**config.mk**
```make
export PLATFORM = sky130hd
export DESIGN_NAME = uart_tx_fifo
export DESIGN_NICKNAME = d
export VERILOG_FILES = /design/src/rtl/uart_tx_fifo.sv
export SDC_FILE = /design/constraint.sdc
export NUM_CORES = 1
export LEC_CHECK = 0
export ABC_AREA = 1
export BUFFER_PORTS_ARGS = -buffer_cell sky130_fd_sc_hd__buf_2
export CORE_MARGIN = 2
export CORE_UTILIZATION = 30
export CTS_CLUSTER_DIAMETER = 100
export CTS_CLUSTER_SIZE = 16
export DETAILED_ROUTE_END_ITERATION = 10
export PLACE_DENSITY = 0.55
export SKIP_LAST_GASP = 1
export SYNTH_ARGS = -nofsm -noshare
export SYNTH_HDL_FRONTEND = slang
export SYNTH_SLANG_ARGS = --single-unit
export TNS_END_PERCENT = 30
```
**constraint.sdc**
```tcl
create_clock -name i_clk -period 2.5 [get_ports i_clk]
set_clock_uncertainty 0.1 [all_clocks]
set_input_delay 0.5 -clock i_clk [delete_from_list [all_inputs] [get_ports i_clk]]
set_output_delay 0.5 -clock i_clk [all_outputs]
set_load 0.03 [all_outputs]
```
**src/rtl/uart_tx_fifo.sv**
```systemverilog
// Byte FIFO sitting between a producer and a UART transmitter.
// First-word-fall-through: the head byte is always presented on o_tx_data.
module uart_tx_fifo #(
  parameter int DEPTH = 8,
  parameter int WIDTH = 8
) (
  input  logic                     i_clk,
  input  logic                     i_rst,
  input  logic [WIDTH-1:0]         i_data,
  input  logic                     i_valid,
  output logic                     o_ready,
  output logic [WIDTH-1:0]         o_tx_data,
  output logic                     o_tx_valid,
  input  logic                     i_tx_ready,
  input  logic                     i_flush,
  output logic [$clog2(DEPTH):0]   o_count,
  output logic                     o_overflow
);

  localparam int AW = $clog2(DEPTH);
  localparam int CW = AW + 1;
  localparam logic [CW-1:0] FULL_COUNT = CW'(DEPTH);

  logic [WIDTH-1:0] r_mem [DEPTH];
  logic [AW-1:0]    r_wr_ptr;
  logic [AW-1:0]    r_rd_ptr;
  logic [CW-1:0]    r_count;
  logic             r_overflow;

  logic w_full;
  logic w_empty;
  logic w_push;
  logic w_pop;

  // Handshake status comes from the stored count alone, so o_ready and
  // o_tx_valid never depend combinationally on i_valid or i_tx_ready.
  assign w_full  = (r_count == FULL_COUNT);
  assign w_empty = (r_count == '0);
  assign w_push  = i_valid && !w_full;
  assign w_pop   = i_tx_ready && !w_empty;

  always_ff @(posedge i_clk) begin
    if (i_rst) begin
      r_wr_ptr   <= '0;
      r_rd_ptr   <= '0;
      r_count    <= '0;
      r_overflow <= 1'b0;
    end else begin
      if (i_valid && w_full)
        r_overflow <= 1'b1;
      if (i_flush) begin
        r_wr_ptr <= '0;
        r_rd_ptr <= '0;
        r_count  <= '0;
      end else begin
        if (w_push)
          r_wr_ptr <= r_wr_ptr + AW'(1);
        if (w_pop)
          r_rd_ptr <= r_rd_ptr + AW'(1);
        case ({w_push, w_pop})
          2'b10:   r_count <= r_count + CW'(1);
          2'b01:   r_count <= r_count - CW'(1);
          default: r_count <= r_count;
        endcase
      end
    end
  end

  // Storage is deliberately left out of reset; only the pointers matter.
  always_ff @(posedge i_clk) begin
    if (!i_rst && !i_flush && w_push)
      r_mem[r_wr_ptr] <= i_data;
  end

  assign o_ready    = !w_full;
  assign o_tx_valid = !w_empty;
  assign o_tx_data  = r_mem[r_rd_ptr];
  assign o_count    = r_count;
  assign o_overflow = r_overflow;

endmodule
```
### Word-level counts from Yosys, hierarchy flattened

Memories as Yosys holds them, arrays and structs flattened. A register that Yosys moved wholly into a read port is not among the register bits.
Index checks and enable logic that the tools add are counted.
Widths: inputs -> output; s select.

* register bits after elaboration: 11
* latch bits: 0
* RAM bits: 64
* ROM bits: 0
* bits of input ports: 13
* output and inout port bits: 15
* logic and storage cells: 29
* memories kept: 1

Memory list
* r_mem: words 8, bits a word 8, rd ports 1, clocked after memory_dff 1, wr ports 1, RTL line 24 `logic [WIDTH-1:0] r_mem [DEPTH];`

* add/subtract/negate cells: 4
* multipliers: 0
* divide/modulo/power cells: 0
* order comparisons: 0
* equality and inequality tests: 3
* shifts and indexed selects: 0
* muxes and demuxes: 5
* bitwise operators: 0
* reductions and logical operators: 12

Operators with widths (number)
* $pmux 4 s2: 1
* $add 3x1->3 const B: 2
* $mux 3: 2
* $logic_and 1x1->1: 5
* $add 4x1->4 const B: 1
* $eq 4x4->1 const B: 1
* $logic_not 1->1: 4
* $logic_not 4->1: 1
* $sub 4x1->4 const B: 1
* $eq 2x1->1 const B: 1
* $eq 2x2->1 const B: 1
* $mux 1: 2
* $reduce_bool 2->1: 1
* $reduce_or 2->1: 1

### Depth between registers and ports, before layout

Gate-level depths: netlist of the first run.

* depth after elaboration: 6
* mapped depth: 14
* mapped depth without buffers: 14

### Worst setup path after synthesis of the first run

OpenSTA, ideal clock, no wires.

* path kind: reg2reg
* from: register r_count[2], in the netlist o_count[2]
* to: memory r_mem[0][0], enable pin
* setup time: 383 ps
* arrival: 1767 ps
* data required time: 2017 ps
* slack: 250 ps
* cell stages (with the launch flop): 7
* path buffers: 0
* clock period less this slack: 2250 ps
* path through: dfxtp_1 > inv_1 > nand3_2 > nand2_4 > inv_4 > nand2_1 > nor3_1

* word-level cells in the longest chain between the ends: 6

RTL lines
* start: declaration: RTL line 27 `logic [CW-1:0] r_count;`
* start signal: assignment: RTL line 61 `2'b10: r_count <= r_count + CW'(1);`
* start signal: assignment: RTL line 62 `2'b01: r_count <= r_count - CW'(1);`
* start signal: assignment: RTL line 63 `default: r_count <= r_count;`
* $eq 4x4->1: RTL line 37 `assign w_full = (r_count == FULL_COUNT);`
* $logic_not 1->1
* net o_ready: RTL line 11 `output logic o_ready,`
* $logic_and 1x1->1: RTL line 39 `assign w_push = i_valid && !w_full;`
* $logic_and 1x1->1: RTL line 71 `if (!i_rst && !i_flush && w_push)`
* $mux 1: RTL line 71
* $mux 1 (not written as such): RTL line 72 `r_mem[r_wr_ptr] <= i_data;`
* end: declaration: RTL line 24

The timed path passes the listed nets, and every way through them passes these cells.

==> run_results.csv, run 1 <==
group,metric,value,unit
outcome,outcome,"complete, no violations",
detailed_routing,drt_drc_violations_left,0,
detailed_routing,vias,2085,
synthesis,syn_nets,298,
synthesis,ys_seq_area_frac,0.6798,
floorplan,io_pins,28,
setup_path,critPathLaunchType,"register",
power_and_ir_drop,power,2.633,mW
grt,grt_antenna_before_repair,0,
timing,worstMarginPinSlew,0.4660,ns
clock_network,hold_buffers,0,
finish,drive_gt1_frac,0.1938,
finish,antennaDiodeCount,0,
synthesis,synth_top_area_share,0.5933,
detailed_routing,ant_nets,0,
synthesis,ys_top_cells_by_area,"edfxtp_1 59%, dfxtp_1 8.7%, nor2_1 5.1%",
synthesis,synth.largest_area_cell,"edfxtp_1",
synthesis,ys_ff_latch,78,
timing,maxSlewHeadroom,0.6889,
timing,min_period,2.327,ns
synthesis,ys.flop_type,"edfxtp_1",
timing,drv_slew,0,
clock_network,root_buffer,"clkbuf_8",
power_and_ir_drop,power_leakage,1.382,nW
finish,post-route-cell-area,3749,um2
clock_network,cts_tree,"done",
detailed_routing,dr.pass1.iters,4,
detailed_routing,routedWlPerCell,14.02,um
finish,fin_util,0.3599,
clock_network,cts_resized,0,
synthesis,avgSynthCellArea,11.57,um2
job,cap_violations,0,
detailed_routing,drt_iter0_markers,85,
place,hpwl,3.917,mm
floorplan,row_count,37,
clock_network,cts.htree.levels,3,
synthesis,synthArstFlopShare,0,
power_and_ir_drop,power_density,702.5,nW/um2
grt,grt_usage,0.1220,
floorplan,die_w,107.9,um
setup_path,crit_arrival,1.73,ns
detailed_routing,vias_per_cell,4.523,
floorplan,dieArea,11640,um2
synthesis,synth.cell_area,3239,um2
synthesis,synth.distinct_cells,27,
timing,finalHoldViolCount,0,
grt,grt_pass1_vias,2065,
timing,rsz0062_at_grt,"no",
place,port_buffers,27,
timing,setup_viol,0,
setup_path,required,1.90,ns
setup_path,critPathKind,"register to output port",
floorplan,start_util,0.3110,
power_and_ir_drop,max-vdd-ir-drop,0.0003050,V
worst_hold_path,min-delay-path-class,"input pin to register",
clock_network,clkLatencyLatePin,0.34,ns
place,placed_cell_area,3562,um2
setup_path,worst-path-max-fanout,24,
synthesis,ys_warn_count,0,
timing,finalSetupTns,0,ns
floorplan,fp.dieH,107.9,um
detailed_routing,routed_wl,6.465,mm
floorplan,core_area,10420,um2
grt,grt_max_degree,33,
clock_network,cts_made_buffers,9,
grt,grt-ovfl-total,0,
clock_network,cts_sinks,78,
clock_network,clockBufferDepth,2,
timing,finalCritPeriodShare,0.9309,
setup_path,endpoint_kind,"output port",
finish,nets,339,
grt,grt_first_pass_wirelength,10.48,mm
place,gp_congestion,0.7185,
clock_network,post_cts_buffers,0,
clock_network,clkTransAtPathRegs,0.08,ns
synthesis,synth_edf_count,64,
finish,area_delta_synth_final,15.72,%
timing,hold_ws,0.2334,ns
finish,fillers,1036,
timing,max_freq,429.7,MHz
synthesis,syn_inst,280,
==> through the flow <==
stage,instances,setup slack [ns]
5_1_grt,461,0.008586
2_1_floorplan,280,0.2502
3_3_place_gp,446,0.5310
3_5_place_dp,446,0.4540
6_report,461,0.1727
4_1_cts,461,0.1403
==> critical path: stages (launching register included) <==
cell	delay [ns]
dfxtp_1	0.37
inv_2	0.38
nor2_1	0.10
o22ai_1	0.17
nand2_1	0.07
nand2_1	0.09
buf_2	0.20
==> power by group <==
| group | leakage, nW | switching (mW) | internal, mW |
|---|---|---|---|
| combinational | 0.603 | 0.200 | 0.0930 |
| sequential | 0.690 | 0.0182 | 1.42 |
| clock | 0.0891 | 0.446 | 0.454 |
| total | 1.38 | 0.664 | 1.97 |
==> synthesized netlist by cell type (5+ instances only) <==
| library cell | count |
|---|---|
| edfxtp_1 | 64 |
| mux2i_1 | 8 |
| o22ai_1 | 8 |
| inv_1 | 16 |
| dfxtp_1 | 14 |
| nor3_1 | 5 |
| nand2_1 | 40 |
| a21oi_1 | 8 |
| o21ai_0 | 24 |
| ha_1 | 5 |
| nand3_1 | 6 |
| o21ai_1 | 14 |
| nor2_1 | 44 |
==> registers in the layout (all words and copies together) (netlist names), named ones only <==
signal      flops
o_count         4
o_overflow      1
r_wr_ptr        3
r_rd_ptr        3
r_mem          64
==> placed cells by master (no fill, tap or decap), types with 2 or more instances in the layout <==
cell type	count
o21ai_1	14
buf_2	27
dfxtp_1	14
inv_2	2
buf_4	12
clkbuf_8	9
clkinvlp_4	2
ha_1	5
nor2_2	2
xnor2_1	2
o21ai_0	24
nand3_2	2
nand2_1	40
a21oi_1	8
edfxtp_1	64
mux2i_1	8
inv_1	16
o22ai_1	8
nor3_1	5
nand3_1	6
nor2_1	44
==> path summary, 6_finish.rpt <==
kind	cells past startpoint	end	slack, ns	startpoint
max	6	o_tx_data[7]	0.17	register
min	2	o_overflow$_SDFFE_PP0P_	0.23	i_rst
max reg2reg	13	o_count[2]$_SDFFE_PP0P_	0.45	o_count[1]$_SDFFE_PP0P_
min reg2reg	2	o_overflow$_SDFFE_PP0P_	0.36	o_overflow$_SDFFE_PP0P_
==> cell type report <==
| class | instances | area [um2] | area share |
|---|---|---|---|
| clock buffers | 9 | 123.9 | 0.03304 |
| clock inverters | 6 | 62.56 | 0.01669 |
| inverters | 19 | 73.82 | 0.01969 |
| multi-input cells | 174 | 890.9 | 0.2376 |
| flip-flops and latches | 78 | 2202 | 0.5874 |
| well taps | 136 | 170.2 | 0.04539 |
| repair buffers | 39 | 225.2 | 0.06008 |
==> cells by family (layout without fill, tap and decap cells) <==
group / Yosys count / in the layout / share of synthesized area
muxes: 8 / 8 / 0.02472
and+or+nand+nor: 103 / 103 / 0.1336
DFF: 78 / 78 / 0.6798
xor gates and xnor gates: 3 / 3 / 0.008113
buffers and inverters: 28 / 73 / 0.04519
adders and majority gates: 5 / 5 / 0.01931
AOI/OAI and AO/OA: 55 / 55 / 0.08923
==> per-layer routing <==
| metal | GRT usage | vias up | routed length (um) |
|---|---|---|---|
| met2 | 0.2008 | 40 | 3092 |
| li1 | - | 1058 | - |
| met3 | 0.04600 | 5 | 238 |
| met1 | 0.1465 | 982 | 3084 |
| met4 | 0.04304 | 0 | 50 |
| met5 | 0 | - | 0 |
(Power assumes the default switching activity.)
==> run 2, diff against run 1 <==
--- a/config.mk
+++ b/config.mk
@@ -9,6 +9,7 @@
 export BUFFER_PORTS_ARGS = -buffer_cell sky130_fd_sc_hd__buf_2
 export CORE_MARGIN = 2
 export CORE_UTILIZATION = 30
+export CTS_BUF_LIST = sky130_fd_sc_hd__clkbuf_16
 export CTS_CLUSTER_DIAMETER = 100
 export CTS_CLUSTER_SIZE = 16
 export DETAILED_ROUTE_END_ITERATION = 10
==> run_results.csv, run 2 (same netlist as run 1, synthesis figures left out) <==
group,metric,value,unit
outcome,outcome,"complete, no violations",
power_and_ir_drop,internal_power,2.282,mW
finish,drive_gt1_frac,0.1938,
setup_path,slowest_delay,0.38,ns
timing,finalCritPeriodShare,0.9223,
detailed_routing,vias_per_cell,4.456,
power_and_ir_drop,p_switching,0.7056,mW
setup_path,cp_slowest_cell,"inv_2",
detailed_routing,dr.pass1.iters,4,
clock_network,cts_made_buffers,9,
clock_network,clkLatencyLatePin,0.33,ns
timing,finalHoldViolCount,0,
finish,antennaDiodeCount,0,
setup_path,crit_top_cell,"nand2_1",
clock_network,cts_resized,0,
finish,nets,339,
setup_path,required,1.90,ns
power_and_ir_drop,power_leakage,1.428,nW
detailed_routing,met1_length,3.049,mm
finish,largest_reg_flops,64,
detailed_routing,routed_wl,6.396,mm
floorplan,start_util,0.3110,
power_and_ir_drop,clkPwrFrac,0.419,
clock_network,cts_sinks,78,
detailed_routing,ant_nets,0,
place,gp_congestion,0.7185,
floorplan,io_pins,28,
detailed_routing,drt_drc_violations_left,0,
clock_network,root_buffer,"clkbuf_16",
power_and_ir_drop,p_comb_frac,0.098,
finish,mostFrequentLayoutCells,"64 x edfxtp_1, 44 x nor2_1, 40 x nand2_1",
clock_network,cts_tree,"done",
clock_network,cts.htree.levels,3,
grt,grt_max_degree,33,
setup_path,worst-path-max-fanout,24,
setup_path,critPathKind,"register to output port",
timing,maxSlewHeadroom,0.6884,
detailed_routing,vias,2054,
detailed_routing,met3_length,279,um
floorplan,row_count,37,
detailed_routing,routed-wl-met2,2.983,mm
floorplan,dieArea,11640,um2
clock_network,post_cts_buffers,0,
detailed_routing,routedWlPerCell,13.87,um
power_and_ir_drop,max-vdd-ir-drop,0.0002850,V
setup_path,cp_cell_sequence,"inv_2 -> nor2_1 -> o22ai_1 -> nand2_1 -> nand2_1 -> buf_2",
clock_network,clkTransAtPathRegs,0.06,ns
job,cap_violations,0,
worst_hold_path,min-delay-path-class,"input pin to register",
timing,worstMarginPinSlew,0.4667,ns
finish,area_delta_synth_final,18.85,%
setup_path,endpoint_kind,"output port",
grt,grt-ovfl-total,0,
finish,seq_area,2202,um2
power_and_ir_drop,netSwitchingFraction,0.2362,
timing,min_period,2.306,ns
finish,multiInputGateArea,890.9,um2
finish,fin_util,0.3696,
timing,rsz0062_at_grt,"no",
grt,grt_pass1_vias,2063,
power_and_ir_drop,seqPwrFrac,0.483,
floorplan,core_area,10420,um2
grt,grt_antenna_before_repair,0,
finish,regMostFlops,"r_mem",
detailed_routing,drt_iter0_markers,94,
finish,final_common_cell,"edfxtp_1",
power_and_ir_drop,power_density,776.0,nW/um2
floorplan,fp.dieH,107.9,um
finish,fillers,1026,
floorplan,die_w,107.9,um
timing,finalSetupTns,0,ns
grt,grt_first_pass_wirelength,10.49,mm
timing,drv_slew,0,
clock_network,hold_buffers,0,
setup_path,crit_arrival,1.71,ns
grt,grt_usage,0.1222,
detailed_routing,top_layer_used,"met4",
clock_network,clockBufferDepth,2,
setup_path,critPathLaunchType,"register",
place,hpwl,3.917,mm
timing,setup_viol,0,
place,port_buffers,27,
timing,max_freq,433.7,MHz
[run 2: cell type report]
| class | instances | share of cell area |
|---|---|---|
| multi-input cells | 174 | 0.2314 |
| inverters | 19 | 0.01917 |
| well taps | 136 | 0.04420 |
| clock inverters | 6 | 0.01625 |
| repair buffers | 39 | 0.05850 |
| flip-flops and latches | 78 | 0.5720 |
| clock buffers | 9 | 0.05850 |
[run 2: path summary, 6_finish.rpt]
check	startpoint	endpoint	slack, ns	cells past startpoint
hold / removal	i_rst	o_overflow$_SDFFE_PP0P_	0.25	2
setup / recovery	register	o_tx_data[7]	0.19	6
setup reg to reg	o_count[1]$_SDFFE_PP0P_	o_count[2]$_SDFFE_PP0P_	0.45	13
hold reg to reg	o_overflow$_SDFFE_PP0P_	o_overflow$_SDFFE_PP0P_	0.36	2
[run 2: power by group through the flow]
stage | logic, mW | clock network, mW | registers, mW
CTS | 0.296 | 1.28 | 1.44
global route | 0.330 | 1.33 | 1.44
finish | 0.293 | 1.25 | 1.44
floorplan | 0.200 | 0 | 1.48
global placement | 0.293 | 0 | 1.47
detailed placement | 0.296 | 0 | 1.47
[run 2: per-stage QoR]
stage	cells	hold WS, ns	setup WS, ns	power (mW)	cell area, um2
detailed placement	446	0.3471	0.4540	1.765	3562
floorplan	280	0.3628	0.2502	1.683	3239
global placement	446	0.3342	0.5310	1.761	3562
global route	461	0.2429	0.04242	3.109	3850
finish	461	0.2549	0.1943	2.987	3850
CTS	461	0.2327	0.1760	3.020	3850
[run 2: worst max-delay path: cells and delay by family (launching register included)]
family / cells / cell delay [ns]
compound gates: 1 / 0.18
flops: 1 / 0.36
simple gates: 3 / 0.26
buf+inv: 2 / 0.58
[run 2: routing by layer]
metal / GRT usage / vias up
met5: 0 / -
met4: 0.04396 / 0
met3: 0.04419 / 8
met2: 0.1995 / 36
met1: 0.1492 / 949
li1: - / 1061
